### src/rtl/stopwatch_pkg.sv
// Shared types and BCD limits for the stopwatch controller and its digit counters.
package stopwatch_pkg;

  typedef enum logic [1:0] {
    IDLE  = 2'd0,
    RUN   = 2'd1,
    LAP   = 2'd2,
    PAUSE = 2'd3
  } state_t;

  localparam logic [3:0] DIGIT_MAX    = 4'd9;
  localparam logic [3:0] SEC_TENS_MAX = 4'd5;
  localparam logic [7:0] SEC_MAX      = 8'h59;

  function automatic logic is_counting(input state_t s);
    return (s == RUN) || (s == LAP);
  endfunction

endpackage

### src/rtl/stopwatch_ctrl_if.sv
// Bundle between the ms counter / buttons / display stage and the stopwatch controller.
interface stopwatch_ctrl_if;
  logic        tick;
  logic [11:0] ms_bcd;
  logic        start_stop;
  logic        lap;
  logic        cnt_rst_n;
  logic [7:0]  disp_min;
  logic [7:0]  disp_sec;
  logic [11:0] disp_ms;
  logic        running;
  logic        lap_active;
  logic        overflow;

  modport master (
    output tick, ms_bcd, start_stop, lap,
    input  cnt_rst_n, disp_min, disp_sec, disp_ms, running, lap_active, overflow
  );

  modport slave (
    input  tick, ms_bcd, start_stop, lap,
    output cnt_rst_n, disp_min, disp_sec, disp_ms, running, lap_active, overflow
  );
endinterface

### src/rtl/stopwatch_ctrl_bcd_digit.sv
// One BCD digit counting 0..MAX; carry is combinational so digits chain in a single edge.
module bcd_digit #(
  parameter logic [3:0] MAX = 4'd9
) (
  input  logic       clk,
  input  logic       reset,
  input  logic       inc,
  input  logic       clr,
  output logic [3:0] d,
  output logic [3:0] d_next,
  output logic       carry
);
  logic [3:0] r_d;

  always_comb begin
    d_next = r_d;
    if (clr)
      d_next = 4'd0;
    else if (inc)
      d_next = (r_d == MAX) ? 4'd0 : r_d + 4'd1;
  end

  always_ff @(posedge clk) begin
    if (!reset)
      r_d <= 4'd0;
    else
      r_d <= d_next;
  end

  assign d     = r_d;
  assign carry = inc && (r_d == MAX);
endmodule

### src/rtl/stopwatch_ctrl.sv
// Start/stop/lap stopwatch: BCD sec/min accumulation from ms-counter wrap ticks,
// ms-counter reset control and live/lap-frozen display registers.
module stopwatch_ctrl
  import stopwatch_pkg::*;
#(
  parameter logic [7:0] MIN_MAX_BCD = 8'h99
) (
  input  logic             clk,
  input  logic             reset,
  stopwatch_ctrl_if.slave  bus
);
  state_t      r_state, w_state_next;
  logic        w_clear, w_count;
  logic        w_sec0_carry, w_sec1_carry, w_min0_carry, w_min1_carry;
  logic        w_min_wrap, w_min0_inc;
  logic [3:0]  w_sec0, w_sec1, w_min0, w_min1;
  logic [3:0]  w_sec0_n, w_sec1_n, w_min0_n, w_min1_n;
  logic        r_cnt_rst_n, r_running, r_lap_active, r_overflow;
  logic [7:0]  r_disp_min, r_disp_sec;
  logic [11:0] r_disp_ms;

  always_ff @(posedge clk) begin
    if (!reset)
      r_state <= IDLE;
    else
      r_state <= w_state_next;
  end

  // start_stop wins over lap in every state
  always_comb begin
    w_state_next = r_state;
    w_clear      = 1'b0;
    case (r_state)
      IDLE:  if (bus.start_stop) w_state_next = RUN;
      RUN:   if (bus.start_stop) w_state_next = PAUSE;
             else if (bus.lap)   w_state_next = LAP;
      LAP:   if (bus.start_stop) w_state_next = PAUSE;
             else if (bus.lap)   w_state_next = RUN;
      PAUSE: if (bus.start_stop) w_state_next = RUN;
             else if (bus.lap) begin
               w_state_next = IDLE;
               w_clear      = 1'b1;
             end
      default: w_state_next = IDLE;
    endcase
  end

  assign w_count    = bus.tick && is_counting(r_state);
  assign w_min_wrap = w_sec1_carry && ({w_min1, w_min0} == MIN_MAX_BCD);
  assign w_min0_inc = w_sec1_carry && !w_min_wrap;

  bcd_digit #(.MAX(DIGIT_MAX)) u_sec0 (
    .clk(clk), .reset(reset), .inc(w_count), .clr(w_clear),
    .d(w_sec0), .d_next(w_sec0_n), .carry(w_sec0_carry)
  );
  bcd_digit #(.MAX(SEC_TENS_MAX)) u_sec1 (
    .clk(clk), .reset(reset), .inc(w_sec0_carry), .clr(w_clear),
    .d(w_sec1), .d_next(w_sec1_n), .carry(w_sec1_carry)
  );
  bcd_digit #(.MAX(DIGIT_MAX)) u_min0 (
    .clk(clk), .reset(reset), .inc(w_min0_inc), .clr(w_clear || w_min_wrap),
    .d(w_min0), .d_next(w_min0_n), .carry(w_min0_carry)
  );
  bcd_digit #(.MAX(DIGIT_MAX)) u_min1 (
    .clk(clk), .reset(reset), .inc(w_min0_carry), .clr(w_clear || w_min_wrap),
    .d(w_min1), .d_next(w_min1_n), .carry(w_min1_carry)
  );

  always_ff @(posedge clk) begin
    if (!reset) begin
      r_cnt_rst_n  <= 1'b0;
      r_running    <= 1'b0;
      r_lap_active <= 1'b0;
      r_overflow   <= 1'b0;
    end else begin
      r_cnt_rst_n  <= is_counting(w_state_next);
      r_running    <= is_counting(w_state_next);
      r_lap_active <= (w_state_next == LAP);
      if (w_clear)
        r_overflow <= 1'b0;
      else if (w_min_wrap)
        r_overflow <= 1'b1;
    end
  end

  // Entering LAP loads the post-tick values once; staying in LAP holds them
  always_ff @(posedge clk) begin
    if (!reset) begin
      r_disp_min <= 8'h00;
      r_disp_sec <= 8'h00;
      r_disp_ms  <= 12'h000;
    end else if (!(r_state == LAP && w_state_next == LAP)) begin
      r_disp_min <= {w_min1_n, w_min0_n};
      r_disp_sec <= {w_sec1_n, w_sec0_n};
      r_disp_ms  <= bus.ms_bcd;
    end
  end

  assign bus.cnt_rst_n  = r_cnt_rst_n;
  assign bus.running    = r_running;
  assign bus.lap_active = r_lap_active;
  assign bus.overflow   = r_overflow;
  assign bus.disp_min   = r_disp_min;
  assign bus.disp_sec   = r_disp_sec;
  assign bus.disp_ms    = r_disp_ms;
endmodule
### src/flat_wrapper.sv
// flat-port wrapper written by rule: the top's interface ports become plain ports
module stopwatch_ctrl_flat import stopwatch_pkg::*;
#(
  parameter logic [7:0] MIN_MAX_BCD = 8'h99
)
  (clk, reset, bus_tick, bus_ms_bcd, bus_start_stop, bus_lap, bus_cnt_rst_n, bus_disp_min, bus_disp_sec, bus_disp_ms, bus_running, bus_lap_active, bus_overflow);
  stopwatch_ctrl_if bus_i ();
  input  logic clk;
  input  logic reset;
  input wire logic [$bits(bus_i.tick)-1:0] bus_tick;
  input wire logic [$bits(bus_i.ms_bcd)-1:0] bus_ms_bcd;
  input wire logic [$bits(bus_i.start_stop)-1:0] bus_start_stop;
  input wire logic [$bits(bus_i.lap)-1:0] bus_lap;
  output wire logic [$bits(bus_i.cnt_rst_n)-1:0] bus_cnt_rst_n;
  output wire logic [$bits(bus_i.disp_min)-1:0] bus_disp_min;
  output wire logic [$bits(bus_i.disp_sec)-1:0] bus_disp_sec;
  output wire logic [$bits(bus_i.disp_ms)-1:0] bus_disp_ms;
  output wire logic [$bits(bus_i.running)-1:0] bus_running;
  output wire logic [$bits(bus_i.lap_active)-1:0] bus_lap_active;
  output wire logic [$bits(bus_i.overflow)-1:0] bus_overflow;
  assign bus_i.tick = bus_tick;
  assign bus_i.ms_bcd = bus_ms_bcd;
  assign bus_i.start_stop = bus_start_stop;
  assign bus_i.lap = bus_lap;
  assign bus_cnt_rst_n = bus_i.cnt_rst_n;
  assign bus_disp_min = bus_i.disp_min;
  assign bus_disp_sec = bus_i.disp_sec;
  assign bus_disp_ms = bus_i.disp_ms;
  assign bus_running = bus_i.running;
  assign bus_lap_active = bus_i.lap_active;
  assign bus_overflow = bus_i.overflow;
  stopwatch_ctrl #(.MIN_MAX_BCD(MIN_MAX_BCD)) u_core (.clk(clk), .reset(reset), .bus(bus_i));
endmodule
### config.mk
export PLATFORM = sky130hd
export DESIGN_NAME = stopwatch_ctrl_flat
export DESIGN_NICKNAME = d
export VERILOG_FILES = /design/src/rtl/stopwatch_pkg.sv /design/src/rtl/stopwatch_ctrl_if.sv /design/src/rtl/stopwatch_ctrl_bcd_digit.sv /design/src/rtl/stopwatch_ctrl.sv /design/src/flat_wrapper.sv
export SDC_FILE = /design/constraint.sdc
export NUM_CORES = 1
export LEC_CHECK = 0
export CELL_PAD_IN_SITES_DETAIL_PLACEMENT = 0
export CELL_PAD_IN_SITES_GLOBAL_PLACEMENT = 1
export CORE_MARGIN = 1
export CORE_UTILIZATION = 40
export CTS_CLUSTER_DIAMETER = 100
export DETAILED_ROUTE_END_ITERATION = 8
export GPL_ROUTABILITY_DRIVEN = 0
export HOLD_SLACK_MARGIN = 0.15
export PLACE_DENSITY_LB_ADDON = 0.1
export SLEW_MARGIN = 20
export SYNTH_ARGS = -nofsm -noshare
export SYNTH_HDL_FRONTEND = slang
export SYNTH_HIERARCHICAL = 1
export SYNTH_SLANG_ARGS = --single-unit
### constraint.sdc
create_clock -name clk -period 7.7 [get_ports clk]
set_input_delay 0.77 -clock clk [delete_from_list [all_inputs] [get_ports clk]]
set_output_delay 0.77 -clock clk [all_outputs]
set_load 0.02 [all_outputs]
## Word level (Yosys, flattened, before mapping)

Index checks and enable logic that the tools add are counted.

| storage, ports and cells | value |
|---|---|
| register bits | 49 |
| input port bits | 17 |
| output and inout bits | 32 |
| logic and storage cells | 62 |

| operators by class | value |
|---|---|
| add/sub/neg operators | 4 |
| equality and inequality tests | 10 |
| muxes and demuxes | 23 |
| bitwise logic cells | 1 |
| reductions and logical operators | 13 |

Operator list:

| kind | count |
|---|---|
| $mux 4 | 12 |
| $add 4x1->4 const B | 4 |
| $mux 2 | 7 |
| $eq 4x4->1 const B | 3 |
| $eq 8x8->1 const B | 1 |
| $pmux 2 s4 | 1 |
| $logic_and 1x1->1 | 7 |
| $eq 2x2->1 const B | 3 |
| $eq 2x1->1 const B | 2 |
| $eq 4x3->1 const B | 1 |
| $logic_or 1x1->1 | 3 |
| $mux 1 | 3 |
| $logic_not 2->1 | 1 |
| $reduce_or 2->1 | 1 |
| $logic_not 1->1 | 1 |
| $not 1->1 | 1 |

## Longest topological paths before layout

Gate-level depths: netlist of the first run.

| logic depth | value |
|---|---|
| word-level depth | 11 |
| depth in mapped cells | 15 |
| mapped depth without buffers | 15 |

## By module

The synthesis of the first run kept the hierarchy.

By module, submodules not included:

| module | instances | cells an instance | area each (um^2) | sequential area each (um^2) |
|---|---|---|---|---|
| stopwatch_ctrl | 1 | 162 | 1406.3 | 660.6 |
| bcd_digit (u_core.u_min0 ...) | 3 | 25 | 202.7 | 80.1 |
| bcd_digit (u_core.u_sec1) | 1 | 25 | 205.2 | 80.1 |

## Least setup slack after synthesis of the first run

OpenSTA, ideal clock, no wires.

| path | value |
|---|---|
| kind | input to register |
| from | input bus_tick |
| to | register u_core.r_disp_min[5], in the netlist u_core/bus.disp_min[5] |
| library setup time | 0.066 ns |
| data arrival time | 3.566 ns |
| required time | 7.634 ns |
| slack | 4.068 ns |
| cell stages on the path | 13 |
| path buffers | 0 |
| path through | and2_1 > nand2_2 > nor3b_1 > nand2_1 > nor3_1 > a21boi_0 > nand2_2 > nor3b_1 > nand2_2 > or3_1 > a21oi_1 > nand2_1 > a21oi_2 |

| between the ends | value |
|---|---|
| word-level cells in the longest chain between the ends | 9 |
| elaborated cells on any way between the ends | 10 |
| classes of those cells | mux: 2; reduce/logical: 8 |

Ends and longest elaborated chain:

| item | RTL line | text |
|---|---|---|
| start: declaration | flat_wrapper.sv:10 | `input wire logic [$bits(bus_i.tick)-1:0] bus_tick;` |
| $logic_and 1x1->1 * | stopwatch_ctrl.sv:48 | `assign w_count = bus.tick && is_counting(r_state);` |
| $logic_and 1x1->1 * | stopwatch_ctrl_bcd_digit.sv:31 | `assign carry = inc && (r_d == MAX);` |
| net u_core.w_sec0_carry | stopwatch_ctrl.sv:14 | `logic w_sec0_carry, w_sec1_carry, w_min0_carry, w_min1_carry;` |
| $logic_and 1x1->1 * | stopwatch_ctrl_bcd_digit.sv:31 |  |
| net u_core.w_sec1_carry | stopwatch_ctrl.sv:14 |  |
| $logic_and 1x1->1 | stopwatch_ctrl.sv:49 | `assign w_min_wrap = w_sec1_carry && ({w_min1, w_min0} == MIN_MAX_BCD);` |
| $logic_not 1->1 | stopwatch_ctrl.sv:50 | `assign w_min0_inc = w_sec1_carry && !w_min_wrap;` |
| $logic_and 1x1->1 * | stopwatch_ctrl.sv:50 |  |
| net u_core.w_min0_inc | stopwatch_ctrl.sv:15 | `logic w_min_wrap, w_min0_inc;` |
| $logic_and 1x1->1 * | stopwatch_ctrl_bcd_digit.sv:31 |  |
| net u_core.w_min0_carry | stopwatch_ctrl.sv:14 |  |
| $mux 4 * | stopwatch_ctrl_bcd_digit.sv:19 | `else if (inc)` |
| $mux 4 * | stopwatch_ctrl_bcd_digit.sv:17 | `if (clr)` |
| net u_core.w_min1_n[1] | stopwatch_ctrl.sv:17 | `logic [3:0] w_sec0_n, w_sec1_n, w_min0_n, w_min1_n;` |
| end signal: assignment | stopwatch_ctrl.sv:93 | `r_disp_min <= {w_min1_n, w_min0_n};` |
| end: declaration | stopwatch_ctrl.sv:19 | `logic [7:0] r_disp_min, r_disp_sec;` |

Mark *: on every way through the listed nets, which the timed path passes. The rest lies on a longest branch.
A chain may end at the register's enable or synchronous reset.

## Final worst setup path of the first run

| path | value |
|---|---|
| from | input bus_tick |
| to | register u_core.r_disp_min[5], in the netlist u_core/bus.disp_min[5] |

| between the ends | value |
|---|---|
| word-level cells in the longest chain between the ends | 9 |
| elaborated cells on any way between the ends | 10 |
| classes of those cells | mux: 2; reduce/logical: 8 |

Ends and longest elaborated chain:

| item | RTL line | text |
|---|---|---|
| $logic_and 1x1->1 * | stopwatch_ctrl.sv:48 |  |
| net u_core.w_count | stopwatch_ctrl.sv:13 | `logic w_clear, w_count;` |
| $logic_and 1x1->1 * | stopwatch_ctrl_bcd_digit.sv:31 |  |
| net u_core.w_sec0_carry | stopwatch_ctrl.sv:14 |  |
| $logic_and 1x1->1 * | stopwatch_ctrl_bcd_digit.sv:31 |  |
| net u_core.w_sec1_carry | stopwatch_ctrl.sv:14 |  |
| $logic_and 1x1->1 | stopwatch_ctrl.sv:49 |  |
| $logic_not 1->1 | stopwatch_ctrl.sv:50 |  |
| $logic_and 1x1->1 * | stopwatch_ctrl.sv:50 |  |
| net u_core.w_min0_inc | stopwatch_ctrl.sv:15 |  |
| $logic_and 1x1->1 * | stopwatch_ctrl_bcd_digit.sv:31 |  |
| net u_core.w_min0_carry | stopwatch_ctrl.sv:14 |  |
| $mux 4 * | stopwatch_ctrl_bcd_digit.sv:19 |  |
| $mux 4 * | stopwatch_ctrl_bcd_digit.sv:17 |  |
| net u_core.w_min1_n[1] | stopwatch_ctrl.sv:17 |  |

Marks and branches as above.

==> results_dict.tcl, run 1 <==
set metrics [dict create \
    crit_fanout 6 \
    dp_cells 371 \
    synthCells 261 \
    ios 49 \
    final_core_util 0.539 \
    r2r_cells 15 \
    drt_iter0_markers 88 \
    setup_viol 0 \
    die_x_um 76.4 \
    finalHoldViolations 0 \
    worst_pin_slew_ns 0.612 \
    grt_pass1_wl_um 7850 \
    reg2reg_slack_ns 3.65 \
    clk_pin_slew_ns 0.09 \
    cts.sinks 49 \
    outcome "finished clean" \
    end_kind "register" \
    n_antenna_cell 0 \
    crit_type "input port to register" \
    fillers 505 \
    clkLatencyLatePin_ns 0.30 \
    drt-vias-per-instance 4.86 \
    grt_use_met3 0.0431 \
    avgRoutedWirePerCell_um 12.1 \
    place.port_buffers 48 \
    avgSynthCellArea_um2 8.48 \
    pwr_density_cell_mw_per_mm2 170 \
    netlist_area_mm2 0.00221 \
    die-area_mm2 0.00583 \
    final_nets 330 \
    antenna_found_initial 0 \
    hold_path_depth 2 \
    die_h_um 76.4 \
    cts-root-buf "clkbuf_8" \
    drc 0 \
    max_slew_margin 0.591 \
    overflow 0 \
    grt_max_degree 31 \
    post-cts-setup-buffers 0 \
    r2r_start "u_core/r_state[1]" \
    rows 26 \
    peakVddDrop_uv 109 \
    start_kind "input port" \
    first_pass_iters 4 \
    cts_resized 0 \
    holdBufCountCts 0 \
    core_area_mm2 0.00520 \
    cts_inserted_buffers 5 \
    setup_tns_ns 0 \
    layout-drive-gt1-share 0.100 \
    p_leak_uw 0.00103 \
    min_period_over_period 0.543 \
    min_period_ns 4.18 \
    rsz0062_at_grt "no" \
    yosys_warnings 6 \
    drv_cap 0 \
    grt_pass1_vias 1719 \
    final_cell_count_no_fill 379 \
    clockBufferDepth 2 \
    area_growth_pct 26.9 \
    worst_ep_required_time_ns 7.94 \
    cts_tree "yes" \
    rr_endpoint "u_core/bus.disp_min[5]" \
    fmax_mhz 239 \
    grt-busiest-layer "met2" \
    dpl.hpwl_um 3080 \
    synth_nets 283 \
    cts_max_level 2 \
    holdPathEnd "u_core/bus.disp_ms[5]" \
    ant_nets 0 \
    vias 1841 \
    hp-class "register to register" \
    min_from "u_core/bus.disp_ms[5]" \
    drt-total-wl_um 4580 \
    worstPathArrival_ns 4.42 \
    startpoint "bus_tick" \
    clock_skew_ns 0.00732 \
    grt_use_met1 0.207 \
    grtUsageMet2 0.288 \
    grt.total_usage 0.170 \
    start_util 0.425 \
    slew_viol_final 0 \
]
-- sequential cells by signal, summed over array words and instances (netlist names) --
signal,flops
u_core/bus.disp_ms,12
u_core/bus.disp_min,8
u_core/bus.disp_sec,8
u_core/u_min0/d,4
u_core/u_min1/d,4
u_core/u_sec0/d,4
u_core/u_sec1/d,4
u_core/r_state,2
u_core/bus.lap_active,1
u_core/bus.overflow,1
u_core/bus.running,1
-- stage by stage --
stage	area (um^2)	total power [uW]	hold slack (ns)	setup slack, ns
finish	2810	477	0.453	3.52
global placement	2710	317	0.438	3.28
detailed placement	2710	317	0.445	3.19
floorplan	2210	295	0.489	4.09
global route	2810	500	0.480	3.15
CTS	2810	485	0.457	3.50
-- where the power goes --
part           leakage [uW]  internal [uW]  total (uW)  switching (uW)
logic              0.000581           24.0        47.7            23.7
registers          0.000399            259         263            4.07
clock network     0.0000542           81.3         166            84.6
-- worst max-delay path by stage --
stage | slack, ns | endpoint
after CTS | 3.50 | u_core/bus.disp_min[5]
final | 3.52 | u_core/bus.disp_min[5]
after global placement | 3.28 | u_core/bus.disp_min[5]
after floorplan | 4.09 | u_core/bus.disp_min[5]
after detailed placement | 3.19 | u_core/bus.disp_min[5]
after global routing | 3.15 | u_core/bus.disp_min[5]
-- worst max-delay path, cell delays in order --
cell	delay (ns)
clkdlybuf4s50_1	0.44
and2_1	0.21
nand2_2	0.09
nor3b_1	0.53
nand2_1	0.13
nor3_1	0.31
a21boi_0	0.48
nand2_2	0.13
nor3b_1	0.49
nand2_2	0.10
or3_1	0.38
a21oi_1	0.13
nand2_1	0.08
a21oi_2	0.14
-- area by class of cell --
cell class / instances / area, um^2 / share of cell area
timing repair buffer: 49 / 488 / 0.174
inverter: 4 / 15.0 / 0.00535
sequential: 49 / 981 / 0.349
clock buffer: 7 / 96.3 / 0.0343
clock inverter: 1 / 5.00 / 0.00178
multi-input combinational: 199 / 1130 / 0.404
tap: 70 / 87.6 / 0.0312
-- metal layers --
metal,up-vias,part of all wire
met5,-,0
met3,7,0.041
li1,974,-
met1,825,0.47
met4,0,0.015
met2,35,0.47
-- cells in the final DEF (no fill, tap or decap), drive strengths merged, types with 3 or more instances in the layout --
cell,n
nand2,66
a21oi,43
xnor2,4
nor2,15
o21ai,7
and2,7
dfxtp,49
nand2b,6
ha,5
clkdlybuf4s50,48
nor2b,9
and4b,3
inv,4
xor2,4
nand3,4
clkbuf,7
or3,3
nor3,4
Note: power is estimated with default switching activity, not from simulation.
==> run 2: changes to the inputs <==
- CORE_UTILIZATION: 40 -> 33
- clock period: 7.7 -> 3.7 ns (I/O delays scaled with it)
==> run 2 against run 1 <==
Compared with the run above:
- the flow now finishes with violations (DRC)
- sequential cell count is the same
- utilization shrank 9.9 points
- worst setup slack lost 3.1 ns
- non-clock buffer count grew 5
- clock skew shrank 0.0025 ns
- register-to-register slack lost 3.2 ns
- combinational power grew 110%
- critical endpoint unchanged
- largest power group unchanged
==> results_dict.tcl, run 2 (synthesis gave the netlist of run 1 again) <==
set metrics [dict create \
    holdPathEnd "u_core/bus.disp_ms[4]" \
    fillers 654 \
    drt-vias-per-instance 4.74 \
    start_util 0.344 \
    worst_ep_required_time_ns 3.94 \
    area_growth_pct 28.0 \
    start_kind "register" \
    grt-busiest-layer "met2" \
    crit_type "register to register" \
    final_cell_mix "nand2_1, dfxtp_1, clkdlybuf4s50_1" \
    seq_area_um2 981 \
    vias 1845 \
    avgRoutedWirePerCell_um 12.6 \
    drt-total-wl_um 4900 \
    grt_use_met1 0.189 \
    grt_pass1_vias 1719 \
    violations "DRC" \
    crit_chain "inv_1 > ha_1 > and2_1 > nand2_2 > nor3b_1 > nand2_1 > nor3_2 > a21boi_1 > nand2_2 > nor3b_1 > buf_4 > nand2_2 > or3_1 > a21oi_1 > nand2_1 > a21oi_2" \
    clockBufferDepth 2 \
    crit_buf_inv 2 \
    p_leak_uw 0.00105 \
    slew_viol_final 0 \
    core_area_mm2 0.00642 \
    max_slew_margin 0.522 \
    final_nets 335 \
    grtUsageMet2 0.238 \
    worst_pin_slew_ns 0.716 \
    peakVddDrop_uv 159 \
    cts_inserted_buffers 5 \
    place.port_buffers 48 \
    min_from "u_core/bus.disp_ms[4]" \
    first_pass_iters 6 \
    finalHoldViolations 0 \
    holdBufCountCts 0 \
    dpl.hpwl_um 3340 \
    largest_reg_flops 12 \
    ios 49 \
    grt_use_met3 0.0326 \
    worstPathArrival_ns 3.50 \
    clkLatencyLatePin_ns 0.29 \
    clk_pin_slew_ns 0.08 \
    ant_nets 0 \
    r2r_start "u_core/r_state[1]" \
    layout-drive-gt1-share 0.112 \
    grt_pass1_wl_um 8150 \
    crit_slowest_cell "dfxtp_1" \
    antenna_found_initial 0 \
    crit_top_cell "nand2_2" \
    reg2reg_slack_ns 0.44 \
    post-cts-setup-buffers 0 \
    final_common_cell "nand2_1" \
    die-area_mm2 0.00704 \
    drv_cap 0 \
    n_antenna_cell 0 \
    rsz0062_at_grt "no" \
    rows 29 \
    drt_iter0_markers 68 \
    overflow 0 \
    cts_resized 0 \
    crit_path_max_incr_delay_ns 0.43 \
    crit_family "simple AND/OR/NAND/NOR gates" \
    clock_skew_ns 0.00485 \
    grt.total_usage 0.145 \
    r2r_cells 16 \
    end_kind "register" \
    setup_viol 0 \
    hold_path_depth 2 \
    crit_fanout 6 \
    cts_tree "yes" \
    dp_cells 383 \
    setup_tns_ns 0 \
    cts-root-buf "clkbuf_8" \
    cts_max_level 2 \
    cts.sinks 49 \
    final_cell_count_no_fill 389 \
    die_x_um 83.9 \
    outcome "complete, but fails checks" \
    drc 10 \
    grt_max_degree 29 \
    pwr_density_cell_mw_per_mm2 333 \
    multiInputGateArea_mm2 0.00114 \
    hp-class "register to register" \
    fmax_mhz 307 \
    min_period_ns 3.26 \
    min_period_over_period 0.882 \
    rr_endpoint "u_core/bus.disp_min[5]" \
    die_h_um 83.9 \
]
[run 2: cell count changes in the layout (fill, tap and decap cells not counted)]
cell	delta
nor3_1	-1
a21boi_0	-1
nor3_2	+1
clkbuf_8	-2
buf_4	+5
a21boi_1	+1
[run 2: metrics by stage]
| step | cell area (um^2) | setup WS [ns] | util | hold WS, ns | total power, uW |
|---|---|---|---|---|---|
| 3_3_place_gp | 2750 | 0.348 | 0.429 | 0.440 | 664 |
| 4_1_cts | 2830 | 0.297 | 0.440 | 0.458 | 965 |
| 5_1_grt | 2830 | 0.0759 | 0.441 | 0.471 | 993 |
| 6_report | 2830 | 0.438 | 0.441 | 0.452 | 944 |
| 2_1_floorplan | 2210 | 0.162 | - | 0.489 | 613 |
| 3_5_place_dp | 2750 | 0.277 | 0.429 | 0.445 | 663 |
[run 2: cell type report]
class / count / share of cell area
clock buffers: 5 / 0.0243
flip-flops and latches: 49 / 0.346
repair buffers: 54 / 0.186
inverters: 4 / 0.00530
clock inverters: 1 / 0.00177
well taps: 77 / 0.0340
multi-input cells: 199 / 0.403
[run 2: worst max-delay path by stage]
stage	start	endpoint	slack (ns)	depth (start not counted)
floorplan	u_core/r_state[1]	u_core/bus.disp_min[5]	0.16	15
global placement	bus_tick	u_core/bus.disp_min[5]	0.35	15
detailed placement	bus_tick	u_core/bus.disp_min[5]	0.28	15
CTS	u_core/r_state[1]	u_core/bus.disp_min[5]	0.30	16
global route	u_core/r_state[1]	u_core/bus.disp_min[5]	0.08	16
finish	u_core/r_state[1]	u_core/bus.disp_min[5]	0.44	16
[run 2: worst register-to-register path, cell delays in order (launching register included)]
cell and delay [ns]:
dfxtp_1 0.43, inv_1 0.09, ha_1 0.27, and2_1 0.20, nand2_2 0.09, nor3b_1 0.27
nand2_1 0.12, nor3_2 0.22, a21boi_1 0.28, nand2_2 0.10, nor3b_1 0.22, buf_4 0.17
nand2_2 0.05, or3_1 0.36, a21oi_1 0.14, nand2_1 0.08, a21oi_2 0.14
[run 2: power by group]
group,switching (uW),internal [uW]
Clock,169,125
Combinational,50.9,51.6
Sequential,8.00,540
Total,228,716
[run 2: metal layers]
metal,wire length (um),up-vias
met5,0,-
met1,2340,832
met4,65,0
li1,-,977
met2,2300,31
met3,195,5
==> run 3: changes to the inputs <==
- SKIP_LAST_GASP: default -> 1
==> results of run 3 <==
Same layout as run 2: the final DEF is identical, and so are final timing and power.
==> RTL change 1, RTL diff (settings of run 2) <==
Re-encode `state_t` (4 states) as one-hot, 4 bits wide.
--- a/src/rtl/stopwatch_pkg.sv
+++ b/src/rtl/stopwatch_pkg.sv
@@ -1,11 +1,11 @@
 // Shared types and BCD limits for the stopwatch controller and its digit counters.
 package stopwatch_pkg;
 
-  typedef enum logic [1:0] {
-    IDLE  = 2'd0,
-    RUN   = 2'd1,
-    LAP   = 2'd2,
-    PAUSE = 2'd3
+  typedef enum logic [3:0] {
+    IDLE  = 4'b0001,
+    RUN   = 4'b0010,
+    LAP   = 4'b0100,
+    PAUSE = 4'b1000
   } state_t;
 
   localparam logic [3:0] DIGIT_MAX    = 4'd9;
Check against the original RTL: no difference found for any inputs over 10 cycles, from zero or initial values and one cycle with reset low; not proved beyond that.
==> RTL change 1 against run 2 <==
Non-clock buffer count stayed put; routed wire length up 5.2%; area after synthesis is 7.7% higher; worst setup slack improved by 0.077 ns; final area up 6.1%; final cell count up 8.2%; clock skew up 0.00068 ns; sequential share of layout area fell by 0.62 points; power rose by 4.0%; first-iteration DRC count fell by 16%; highest routed layer unchanged; sequential cell count rose by 2.
==> RTL change 1: results (changes against run 2) <==
CP delay by family, top simple AND/OR/NAND/NOR gates (unchanged); Residual DRC 0 (was 10); met3 Use GR 3.70% (was 3.26%); syn_nets 295 (was 283); total number of vias 2013 (was 1845); layout cell share with drive strength beyond 1 8.00% (was 11.2%); DRT iter0 DRCs 57 (was 68); WL/cell 12.3 um (was 12.6 um); Filler cells 724 (was 654); initial antenna violation count 0 (unchanged); Yosys warning count 6 (unchanged); met1 Usage GRT 19.3% (was 18.9%); first-pass GRT wire length 8830 um (was 8150 um); CP Max Fanout 10 (was 6); reg2reg path depth 16 (unchanged); nets 343 (was 335); hpwl dp 3560 um (was 3340 um); status complete, no violations (was finished with violations); Layout Cells excl Fill 421 (was 389); max_slew headroom 54.9% (was 52.2%); drt pass-1 iters 4 (was 6); # placed instances 415 (was 383); GR Layer Usage met2 23.8% (about the same); Reg clk slew, reported paths 0.09 ns; P_leak 1.10 nW (was 1.05 nW); Mean Syn Cell Area 8.57 um^2 (was 8.48 um^2); largest net degree at the start of global routing 29 (unchanged); WP data arrival 3.42 ns (was 3.50 ns); Worst VDD drop 0.000125 V (was 0.000159 V); Skew-Pair Late Insertion Delay 0.30 ns; clk_skew 0.00553 ns (was 0.00485 ns); slowest stage delay, CP 0.41 ns (was 0.43 ns); GRT Total Usage 14.8% (was 14.5%); port buffer count 48 (unchanged)
## RTL change 1: report_power, final
part | switching (mW) | leakage (nW) | internal [mW]
Clock | 0.174 | 0.0371 | 0.127
Combinational | 0.0500 | 0.652 | 0.0561
Sequential | 0.0137 | 0.415 | 0.561
## RTL change 1: timing repair
item / CTS / global route
setup buffers: 0 / 0
setup endpoints to repair: 0 / 2
resized for setup: 0 / 2
## RTL change 1: worst paths after layout
check | startpoint | end | slack [ns]
worst max-delay path | u_core/r_state[3] | u_core/bus.disp_min[5] | 0.52
worst min-delay path | u_core/bus.disp_ms[0] | u_core/bus.disp_ms[0] | 0.45
worst max register to register | u_core/r_state[3] | u_core/bus.disp_min[5] | 0.52
worst min register to register | u_core/bus.disp_ms[0] | u_core/bus.disp_ms[0] | 0.45
## RTL change 1: tightest hold or removal path: cells and delay by family, from the launching register on
| family | cells | cell delay [ns] |
|---|---|---|
| DFF | 1 | 0.32 |
| and+or+nand+nor | 1 | 0.05 |
| AOI/OAI and AO/OA | 1 | 0.05 |
## RTL change 1: area by class of cell
cell class	instances	area (um^2)	area share [%]
Clock buffer	6	72.6	2.42
Inverter	2	7.51	0.250
Multi-Input combinational cell	212	1260	41.8
Sequential cell	51	1020	34.0
Tap cell	96	120	4.00
Timing Repair Buffer	54	526	17.5
## RTL change 1: layer usage
layer / up-vias / wire length (um)
li1: 1035 / -
met3: 6 / 189
met5: - / 0
met4: 0 / 69
met2: 28 / 2350
met1: 944 / 2550
## RTL change 1: per-stage QoR
| stage | cell area [um^2] | hold WS, ns | utilization (%) | setup WS, ns |
|---|---|---|---|---|
| detailed placement | 2930 | 0.442 | 42.6 | 0.279 |
| global placement | 2930 | 0.438 | 42.6 | 0.357 |
| CTS | 3000 | 0.455 | 43.7 | 0.288 |
| finish | 3000 | 0.450 | 43.7 | 0.515 |
| floorplan | 2380 | 0.489 | - | 0.289 |
| global route | 3000 | 0.470 | 43.7 | 0.0744 |
==> RTL change 2, RTL diff (flow settings as in run 2) <==
Made on the original files. `MIN_MAX_BCD` is set to 8'h99 in 2 places; all go to 8'h72.
--- a/src/rtl/stopwatch_ctrl.sv
+++ b/src/rtl/stopwatch_ctrl.sv
@@ -3,7 +3,7 @@
 module stopwatch_ctrl
   import stopwatch_pkg::*;
 #(
-  parameter logic [7:0] MIN_MAX_BCD = 8'h99
+  parameter logic [7:0] MIN_MAX_BCD = 8'h72
 ) (
   input  logic             clk,
   input  logic             reset,
--- a/src/flat_wrapper.sv
+++ b/src/flat_wrapper.sv
@@ -1,7 +1,7 @@
 // flat-port wrapper written by rule: the top's interface ports become plain ports
 module stopwatch_ctrl_flat import stopwatch_pkg::*;
 #(
-  parameter logic [7:0] MIN_MAX_BCD = 8'h99
+  parameter logic [7:0] MIN_MAX_BCD = 8'h72
 )
   (clk, reset, bus_tick, bus_ms_bcd, bus_start_stop, bus_lap, bus_cnt_rst_n, bus_disp_min, bus_disp_sec, bus_disp_ms, bus_running, bus_lap_active, bus_overflow);
   stopwatch_ctrl_if bus_i ();
Behaviour: same outputs for any inputs over 10 cycles, from zero or initial values and one cycle with reset low; that may be too few to reach the edited logic, so the function may still have changed.
==> RTL change 2 against run 2 <==
Worst setup slack gained 0.020 ns; final area grew 2.0%; sequential share of layout area shrank 0.69 points; fmax grew 0.61%; first-iteration DRC count grew 32%; via count grew 1.7%; routed wire length shrank 1.9%; the run still ends with DRC left; global-route usage grew 0.26 points; critical endpoint unchanged; power grew 17%; sequential power is essentially flat; final cell count grew 0.26%; sequential cell count is the same; area after synthesis grew 0.40%; largest cell class unchanged.
==> RTL change 2: results (changes against run 2) <==
failing checks DRC (unchanged); clock-cell share of area 4.63% (was 2.61%); WP data arrival 3.47 ns (was 3.50 ns); first-pass GRT wire length 8360 um (was 8150 um); R2R setup slack 0.46 ns (was 0.44 ns); total number of vias 1877 (was 1845); Post-CTS Resized 0 (unchanged); seq_cells 49 (unchanged); max_slew headroom 49.6% (was 52.2%); initial antenna violation count 0 (unchanged); Clk pwr share 41.2% (was 31.1%); Filler cells 649 (was 654); area taken by multi-input logic gates 1160 um^2 (was 1140 um^2); Skew-Pair Late Insertion Delay 0.31 ns (was 0.29 ns); Layout non-clock buf frac 17.7% (was 18.6%); DRT iter0 DRCs 90 (was 68); Buffers, non-clock 52 (was 54); pwr dens 381 nW/um^2 (was 333 nW/um^2); P_leak 1.06 nW (was 1.05 nW); GRT Total Usage 14.8% (was 14.5%); placed cell area 2740 um^2 (was 2750 um^2); Yosys warning count 6 (unchanged); #MultiIn Comb 201 (was 199); clk_skew 0.0109 ns (was 0.00485 ns); WL/cell 12.3 um (was 12.6 um); Flop+latch power 0.547 mW (was 0.548 mW); hpwl dp 3220 um (was 3340 um); Worst VDD drop 0.000185 V (was 0.000159 V); nets 334 (was 335); sequential portion of the cell area 34.0% (was 34.6%); # placed instances 382 (was 383); Flop pwr share 49.8% (was 58.0%); slowest CP cell dfxtp_1 (unchanged); layout cell share with drive strength beyond 1 11.2% (about the same); Hold EP u_core/bus.disp_ms[5] (was u_core/bus.disp_ms[4]); status finished with violations (unchanged); Reg clk slew, reported paths 0.09 ns; Residual DRC 12 (was 10); vias in the first global route 1785 (was 1719); NetSw 0.241 mW (was 0.228 mW); DR vias/cell 4.81 (was 4.74); hold path start u_core/bus.disp_ms[5] (was u_core/bus.disp_ms[4]); reg2reg path depth 16 (unchanged); pre-CTS setup slack 0.187 ns (was 0.277 ns); Post-Syn Instances 262 (was 261); syn_nets 284 (was 283); invs w/o clock 3 (was 4); reg-to-reg endpoint u_core/bus.disp_min[5] (unchanged); Final period util 87.6% (was 88.2%)
RTL change 2: worst register-to-register path: stages, from the launching register on:
cell	delay [ns]
dfxtp_1	0.43
inv_1	0.09
ha_1	0.27
and2_1	0.20
nand2_2	0.09
nor3b_1	0.25
nand2_1	0.12
nor3_2	0.25
nor2b_4	0.24
nand2_2	0.08
nor3b_1	0.19
buf_4	0.16
nand2_2	0.06
or3_1	0.36
a21oi_1	0.13
nand2_1	0.08
a21oi_2	0.16
RTL change 2: layer usage:
layer  GRT usage, %  vias up  share of wire, %
li1               -      983                 -
met1           18.7      850                49
met2           24.1       37                45
met3           2.97        7               3.8
met4           7.05        0               1.8
met5              0        -                 0
RTL change 2: through the flow:
step | hold slack (ns) | util [%]
final | 0.452 | 45.0
after global routing | 0.470 | 45.0
after CTS | 0.456 | 44.8
after detailed placement | 0.443 | 42.7
after global placement | 0.438 | 42.7
after floorplan | 0.489 | -
